$ cat config.mk
export PLATFORM = sky130hd
export DESIGN_NAME = alu_rr_arbiter
export DESIGN_NICKNAME = d
export VERILOG_FILES = /design/src/rtl/alu_rr_arbiter.sv
export SDC_FILE = /design/constraint.sdc
export NUM_CORES = 1
export LEC_CHECK = 0
export CAP_MARGIN = 25
export CORE_MARGIN = 4
export CORE_UTILIZATION = 30
export DETAILED_ROUTE_END_ITERATION = 16
export GPL_TIMING_DRIVEN = 1
export HOLD_SLACK_MARGIN = 0.12
export PLACE_DENSITY_LB_ADDON = 0.1
export SETUP_SLACK_MARGIN = 0.5
export SKIP_LAST_GASP = 1
export SYNTH_ARGS = -nofsm -noshare
export SYNTH_HDL_FRONTEND = slang
export SYNTH_SLANG_ARGS = --single-unit
$ cat constraint.sdc
create_clock -name clk -period 4.5 [get_ports clk]
set_clock_uncertainty 0.05 [all_clocks]
set_input_delay 1.35 -clock clk [delete_from_list [all_inputs] [get_ports clk]]
set_output_delay 1.35 -clock clk [all_outputs]
set_load 0.05 [all_outputs]
$ cat src/rtl/alu_rr_arbiter.sv
// Round-robin front end for one shared combinational ALU: two requesters compete,
// the winner's operands are registered onto the ALU and its result returns tagged by id.
module alu_rr_arbiter #(
    parameter int WIDTH = 4,
    parameter int OPW   = 3
) (
    input  logic             clk,
    input  logic             reset,

    input  logic             req0_valid,
    output logic             req0_ready,
    input  logic [WIDTH-1:0] req0_a,
    input  logic [WIDTH-1:0] req0_b,
    input  logic [OPW-1:0]   req0_op,

    input  logic             req1_valid,
    output logic             req1_ready,
    input  logic [WIDTH-1:0] req1_a,
    input  logic [WIDTH-1:0] req1_b,
    input  logic [OPW-1:0]   req1_op,

    output logic [WIDTH-1:0] alu_a,
    output logic [WIDTH-1:0] alu_b,
    output logic [OPW-1:0]   alu_opcode,
    input  logic [WIDTH-1:0] alu_result,
    input  logic             alu_zero,
    input  logic             alu_overflow,

    output logic             rsp_valid,
    input  logic             rsp_ready,
    output logic             rsp_id,
    output logic [WIDTH-1:0] rsp_result,
    output logic             rsp_zero,
    output logic             rsp_overflow,

    output logic             busy
);

    typedef enum logic [1:0] {
        IDLE = 2'd0,
        EXEC = 2'd1,
        RESP = 2'd2
    } state_t;

    state_t state;
    state_t state_nxt;
    logic   ptr;
    logic   grant0;
    logic   grant1;
    logic   rsp_hs;

    // ptr == 0 favours req0 on a tie; readies are held low while reset is asserted
    always_comb begin
        grant0    = 1'b0;
        grant1    = 1'b0;
        state_nxt = state;
        case (state)
            IDLE: begin
                if (!reset) begin
                    if (req0_valid && (!req1_valid || !ptr)) begin
                        grant0 = 1'b1;
                    end else if (req1_valid) begin
                        grant1 = 1'b1;
                    end
                end
                if (grant0 || grant1) begin
                    state_nxt = EXEC;
                end
            end
            EXEC:    state_nxt = RESP;
            RESP: begin
                if (rsp_ready) begin
                    state_nxt = IDLE;
                end
            end
            default: state_nxt = IDLE;
        endcase
    end

    assign req0_ready = grant0;
    assign req1_ready = grant1;
    assign rsp_valid  = (state == RESP);
    assign rsp_hs     = rsp_valid && rsp_ready;
    assign busy       = (state == EXEC) || (state == RESP);

    // grant stage: operands onto the ALU; exec stage: capture result after one settle cycle
    always_ff @(posedge clk) begin
        if (reset) begin
            state        <= IDLE;
            ptr          <= 1'b0;
            alu_a        <= '0;
            alu_b        <= '0;
            alu_opcode   <= '0;
            rsp_id       <= 1'b0;
            rsp_result   <= '0;
            rsp_zero     <= 1'b0;
            rsp_overflow <= 1'b0;
        end else begin
            state <= state_nxt;
            if (grant0) begin
                alu_a      <= req0_a;
                alu_b      <= req0_b;
                alu_opcode <= req0_op;
                rsp_id     <= 1'b0;
            end else if (grant1) begin
                alu_a      <= req1_a;
                alu_b      <= req1_b;
                alu_opcode <= req1_op;
                rsp_id     <= 1'b1;
            end
            if (state == EXEC) begin
                rsp_result   <= alu_result;
                rsp_zero     <= alu_zero;
                rsp_overflow <= alu_overflow;
            end
            // the requester just served drops to lowest priority
            if (rsp_hs) begin
                ptr <= ~rsp_id;
            end
        end
    end

endmodule

== Yosys cells after proc, flatten, opt, wreduce, memory -nomap -nowiden ==
Index checks and enable logic that the tools add are counted.

* Divide/modulo/power cells: 0
* $add $sub $neg: 0
* Equal/unequal tests: 4
* $mul: 0
* Bitwise gates (word level): 1
* Shift-type cells: 0
* Multiplexer cells: 18
* Reduce and logical (&&, ||, !) cells: 11
* $lt $le $gt $ge: 0

{| class="wikitable"
|+ Operator list
! operator !! count
|-
| $mux 4 || 4
|-
| $mux 1 || 9
|-
| $mux 3 || 2
|-
| $pmux 2 s3 || 1
|-
| $mux 2 || 2
|-
| $logic_or 1x1->1 || 3
|-
| $eq 2x1->1 const B || 1
|-
| $eq 2x2->1 const B || 1
|-
| $logic_and 1x1->1 || 2
|-
| $logic_not 1->1 || 2
|-
| $logic_not 2->1 || 1
|-
| $ne 2x1->1 const B || 1
|-
| $ne 2x2->1 const B || 1
|-
| $reduce_and 2->1 || 1
|-
| $reduce_bool 2->1 || 1
|-
| $reduce_or 2->1 || 1
|-
| $not 1->1 || 1
|}

* ROM bits: 0
* Logic and storage cells: 43
* Bits in latches: 0
* Register bits after elaboration: 21
* Output and inout bits: 22
* Memory bits (writable): 0
* Input port bits: 33
* Memories: 0

== Longest topological paths before layout ==
* Depth in word-level cells: 9
* Mapped depth: 6
* Mapped depth without buffers: 5

== Worst setup path before layout ==
Ideal clock, no wire load.

* Path kind: input -> output
* Start point: in req1_valid
* End point: out req0_ready
* Buffers on the path: 1
* Setup slack: 743 ps
* Data required time: 3100 ps
* Data arrival time: 2357 ps
* Cell stages on the path: 3
* Cells stage by stage: and2_2 buf_6 nor2_1

* Word-level cells in the longest chain between the ends: 7

{| class="wikitable"
|+ RTL lines
! item !! line !! text
|-
| start, declared || 16 || <nowiki>input logic req1_valid,</nowiki>
|-
| $logic_not 1->1 || 60 || <nowiki>if (req0_valid && (!req1_valid || !ptr)) begin</nowiki>
|-
| $logic_or 1x1->1 || 60 ||
|-
| $logic_and 1x1->1 || 60 ||
|-
| $mux 1 || 60 ||
|-
| $mux 1 || 59 || <nowiki>if (!reset) begin</nowiki>
|-
| $mux 1 (2 in series) || 57 || <nowiki>case (state)</nowiki>
|-
| end, declared || 11 || <nowiki>output logic req0_ready,</nowiki>
|}

Every way passes these cells. The select of a mux whose other input is x is not followed.

== Final worst setup path ==
* Start point: in reset
* End point: out req1_ready

* Word-level cells in the longest chain between the ends: 3

{| class="wikitable"
|+ RTL lines
! item !! line !! text
|-
| start, declared || 8 || <nowiki>input logic reset,</nowiki>
|-
| $mux 1 || 59 ||
|-
| $mux 1 (2 in series) || 57 ||
|-
| end, declared || 17 || <nowiki>output logic req1_ready,</nowiki>
|}

Every way passes these cells. The select of a mux whose other input is x is not followed.

==> metrics.txt <==
# TYPE chip_impl_metric gauge
chip_impl_metric{name="final_period_minus_worst_setup_slack",unit="ns"} 3.94
chip_impl_metric{name="cts.hold.buffers_added",unit=""} 0
chip_impl_metric{name="path_max_fanout",unit=""} 13
chip_impl_metric{name="area.sequential",unit="sq um"} 420
chip_impl_metric{name="total_wirelength",unit="um"} 3160
chip_impl_metric{name="routed_wire_length_per_instance",unit="um"} 14.7
chip_impl_info{name="cts_tree",value="done"} 1
chip_impl_metric{name="grt_first_pass_wirelength",unit="um"} 5110
chip_impl_metric{name="count_of_buffers_inserted_at_the_top_level_ports",unit=""} 54
chip_impl_metric{name="grtUsageTotal",unit="%"} 14.8
chip_impl_info{name="start_kind",value="primary input"} 1
chip_impl_metric{name="clk_path_buf_depth",unit=""} 2
chip_impl_info{name="min-delay-path-class",value="flop to flop"} 1
chip_impl_metric{name="multi_input_area",unit="sq um"} 572
chip_impl_metric{name="layout-area-overhead-vs-synth",unit="%"} 59.2
chip_impl_metric{name="m1WireLength",unit="um"} 1350
chip_impl_metric{name="gp_congestion",unit=""} 0.790
chip_impl_metric{name="post_synthesis_net_count",unit=""} 154
chip_impl_metric{name="worst_skew_pair.late_latency",unit="ns"} 0.31
chip_impl_metric{name="detailedRoute.firstPassIterationCount",unit=""} 4
chip_impl_metric{name="tritoncts.num_buffers",unit=""} 3
chip_impl_metric{name="clkSlewWorstSetupHoldPaths",unit="ns"} 0.12
chip_impl_metric{name="path_depth",unit=""} 4
chip_impl_info{name="worstReg2RegEnd",value="alu_opcode[1]"} 1
chip_impl_metric{name="register_bit_total_from_synthesis",unit=""} 21
chip_impl_metric{name="finalHoldViolations",unit=""} 0
chip_impl_metric{name="fp.dieArea",unit="sq um"} 4550
chip_impl_metric{name="final.hold.worst_slack",unit="ns"} 0.455
chip_impl_metric{name="grt_remaining_overflow",unit=""} 0
chip_impl_metric{name="std_cell_rows",unit=""} 21
chip_impl_metric{name="drt.antenna.violating_nets",unit=""} 0
chip_impl_metric{name="timing.critical_path.buf_inv",unit=""} 2
chip_impl_metric{name="rr_worst_depth",unit=""} 5
chip_impl_metric{name="totalNegativeSetupSlack",unit="ns"} 0
chip_impl_metric{name="fmax",unit="MHz"} 254
chip_impl_metric{name="antenna_found_initial",unit=""} 0
chip_impl_info{name="grt_setup_unrepaired",value="false"} 1
chip_impl_metric{name="post_drt_via_cell_ratio",unit=""} 5.10
chip_impl_metric{name="synth.yosys.seq_area_share",unit="%"} 39.7
chip_impl_metric{name="power_density",unit="nW/um^2"} 325
chip_impl_metric{name="setup_viol",unit=""} 0
chip_impl_metric{name="length_of_routed_met3_wiring",unit="um"} 226
chip_impl_metric{name="worstHoldPathCells",unit=""} 2
chip_impl_info{name="dr.max_layer_used",value="met4"} 1
chip_impl_metric{name="cts_sinks",unit=""} 21
chip_impl_metric{name="drt_iter0_markers",unit=""} 34
chip_impl_metric{name="synth_area",unit="sq um"} 1060
chip_impl_metric{name="crit_path_max_incr_delay",unit="ns"} 0.45
chip_impl_metric{name="p_leak",unit="uW"} 0.000591
chip_impl_info{name="endpoint_worst_hold",value="rsp_result[2]"} 1
chip_impl_metric{name="post-route-drc-count",unit=""} 0
chip_impl_metric{name="placeableCoreArea",unit="sq um"} 3360
chip_impl_info{name="status",value="complete, no violations"} 1
chip_impl_metric{name="vdd_ir_drop_max",unit="mV"} 0.184
chip_impl_metric{name="fillCellCount",unit=""} 352
chip_impl_metric{name="worst_slack",unit="ns"} 0.559
chip_impl_metric{name="initial_core_util",unit="%"} 31.5
chip_impl_info{name="hold_path.startpoint",value="rsp_result[2]"} 1
chip_impl_metric{name="dp_slack",unit="ns"} 0.482
chip_impl_metric{name="drive_gt1_share",unit="%"} 9.47
chip_impl_metric{name="die-width",unit="um"} 67.4
chip_impl_metric{name="timing.critical_path.arrival",unit="ns"} 2.54
chip_impl_metric{name="detailroute.via_count",unit=""} 1096
chip_impl_metric{name="htree_num_levels",unit=""} 1
chip_impl_metric{name="first_global_vias",unit=""} 1090
chip_impl_info{name="timing.critical_path.max_delay_family",value="simple AND/OR/NAND/NOR gates"} 1
chip_impl_metric{name="worst_ep_required_time",unit="ns"} 3.10
chip_impl_metric{name="max_cap_violations",unit=""} 0
chip_impl_metric{name="timing_max_transition_violations_final",unit=""} 0
chip_impl_metric{name="wl_met2",unit="um"} 1560
chip_impl_metric{name="worst_pin_slew",unit="ns"} 0.710
chip_impl_metric{name="yosysUniqueCellTypes",unit=""} 25
chip_impl_info{name="root_buffer",value="clkbuf_4"} 1
chip_impl_metric{name="antenna_cells",unit=""} 0
chip_impl_metric{name="period_utilization_post_route",unit="%"} 87.6
chip_impl_info{name="timing.critical_path.cells",value="clkdlybuf4s50_1 -> and2b_4 -> and3_2 -> buf_12"} 1
chip_impl_info{name="crit_path_top_delay_cell",value="clkdlybuf4s50_1"} 1
chip_impl_info{name="endpoint_kind",value="primary output"} 1
chip_impl_metric{name="finalNetCount",unit=""} 207
chip_impl_metric{name="io_pins",unit=""} 55
chip_impl_info{name="reg2reg_from",value="state[0]"} 1
chip_impl_metric{name="timing.slew.headroom",unit="%"} 52.5
chip_impl_info{name="critical_path_start_end_classification",value="primary input to primary output"} 1
chip_impl_metric{name="syn_inst",unit=""} 117
chip_impl_metric{name="syn_area_per_cell",unit="sq um"} 9.06
chip_impl_metric{name="detailedPlacementHpwl",unit="um"} 2320
chip_impl_metric{name="largest_net_degree_at_the_start_of_global_routing",unit=""} 16
chip_impl_metric{name="r2r_slack",unit="ns"} 2.88
chip_impl_metric{name="die_y_extent",unit="um"} 67.4
chip_impl_metric{name="ys_warn_count",unit=""} 0
[synth_stat cells]
cell type / count / area share, %
a211oi_1: 11 / 7.8
a21oi_1: 14 / 6.6
a311oi_1: 12 / 9.9
a31oi_1: 1 / 0.59
and2_2: 1 / 0.71
and2b_2: 1 / 0.83
and3_2: 1 / 0.71
buf_2: 5 / 2.4
buf_4: 2 / 1.4
buf_6: 2 / 2.1
clkbuf_1: 2 / 0.71
dfxtp_1: 21 / 40
ha_1: 4 / 4.7
inv_1: 2 / 0.71
mux2i_1: 6 / 5.7
nand2_1: 1 / 0.35
nand2b_1: 3 / 1.8
nand3b_1: 2 / 1.4
nor2_1: 9 / 3.2
nor2b_1: 1 / 0.59
nor3_1: 2 / 0.94
nor3b_1: 1 / 0.71
o21ai_0: 9 / 4.2
o21ai_1: 3 / 1.4
or2_4: 1 / 0.83
[per-stage QoR]
step                std cells  util, %  power (uW)  area [sq um]
CTS                       214     49.6         549          1670
detailed placement        210     48.7         454          1640
finish                    215     50.1         548          1690
floorplan                 117        -         367          1060
global placement          210     48.7         452          1640
global route              215     50.1         579          1690
[worst min-delay path, stage by stage, from the launching register on]
cell     delay (ns)
dfxtp_1        0.34
mux2i_1        0.06
nor2_1         0.07
[layer usage]
metal / up-vias / global-route usage (%)
li1: 542 / -
met1: 513 / 17.9
met2: 39 / 24.5
met3: 2 / 5.49
met4: 0 / 3.80
met5: - / 0
[final cells by class]
cell class,count,area share [%]
inverter,2,0.445
timing repair buffer,59,35.7
tap,46,3.41
multi-input combinational,83,33.9
clock inverter,1,0.297
clock buffer,3,1.34
sequential,21,24.9
[kinds of logic (layout without fill, tap and decap cells)]
kind of cell	Yosys count	count (layout)	share of synthesized area [%]
AO/OA/AOI/OAI	50	50	30.6
AND/OR/NAND/NOR	23	23	12.0
flip-flops	21	21	39.7
buffers and inverters	13	65	7.32
multiplexers	6	6	5.67
adder cells (fa/ha/maj)	4	4	4.72
[power breakdown]
group | internal (uW) | switching (uW) | total (uW) | leakage, uW
sequential | 205 | 11.6 | 217 | 0.000173
clock | 33.2 | 61.3 | 94.6 | 0.0000177
combinational | 98.5 | 138 | 236 | 0.000401
total | 337 | 211 | 548 | 0.000591
[sequential cells by signal, summed over array words and instances (netlist names)]
name and flops:
rsp_zero 1, state 2, rsp_id 1, alu_b 4, rsp_result 4, alu_a 4, ptr 1, rsp_overflow 1
alu_opcode 3
[how the worst max path moves through the flow]
stage | start | end | slack, ns
3_5_place_dp | req1_valid | req0_ready | 0.48
3_3_place_gp | req1_valid | req0_ready | 0.52
5_1_grt | reset | req1_ready | 0.51
6_report | reset | req1_ready | 0.56
4_1_cts | reset | req1_ready | 0.52
2_1_floorplan | req1_valid | req0_ready | 0.74
[timing repair]
item / 4_1_cts / 5_1_grt
setup buffers: 0 / 1
setup endpoints to repair: 1 / 2
pin swaps: 0 / 1
gates resized for setup: 1 / 4
hold endpoints to repair: 0 / 0
[layout by cell type, fill, tap and decap left out]
cell type | Yosys | final
clkdlybuf4s50_1 | 0 | 52
dfxtp_1 | 21 | 21
a21oi_1 | 14 | 14
a311oi_1 | 12 | 12
a211oi_1 | 11 | 11
o21ai_0 | 9 | 9
nor2_1 | 9 | 8
mux2i_1 | 6 | 6
ha_1 | 4 | 4
buf_4 | 2 | 4
nand2b_1 | 3 | 3
o21ai_1 | 3 | 3
clkbuf_4 | 0 | 3
inv_1 | 2 | 2
nand3b_1 | 2 | 2
nor3_1 | 2 | 2
buf_12 | 0 | 2
and2b_4 | 0 | 1
and3_2 | 1 | 1
and2_4 | 0 | 1
nor2_4 | 0 | 1
nor2b_1 | 1 | 1
or2_4 | 1 | 1
nand2_1 | 1 | 1
a31oi_1 | 1 | 1
nor3b_1 | 1 | 1
clkinv_2 | 0 | 1
buf_6 | 2 | 1
Note: power is estimated with default switching activity, not from simulation.
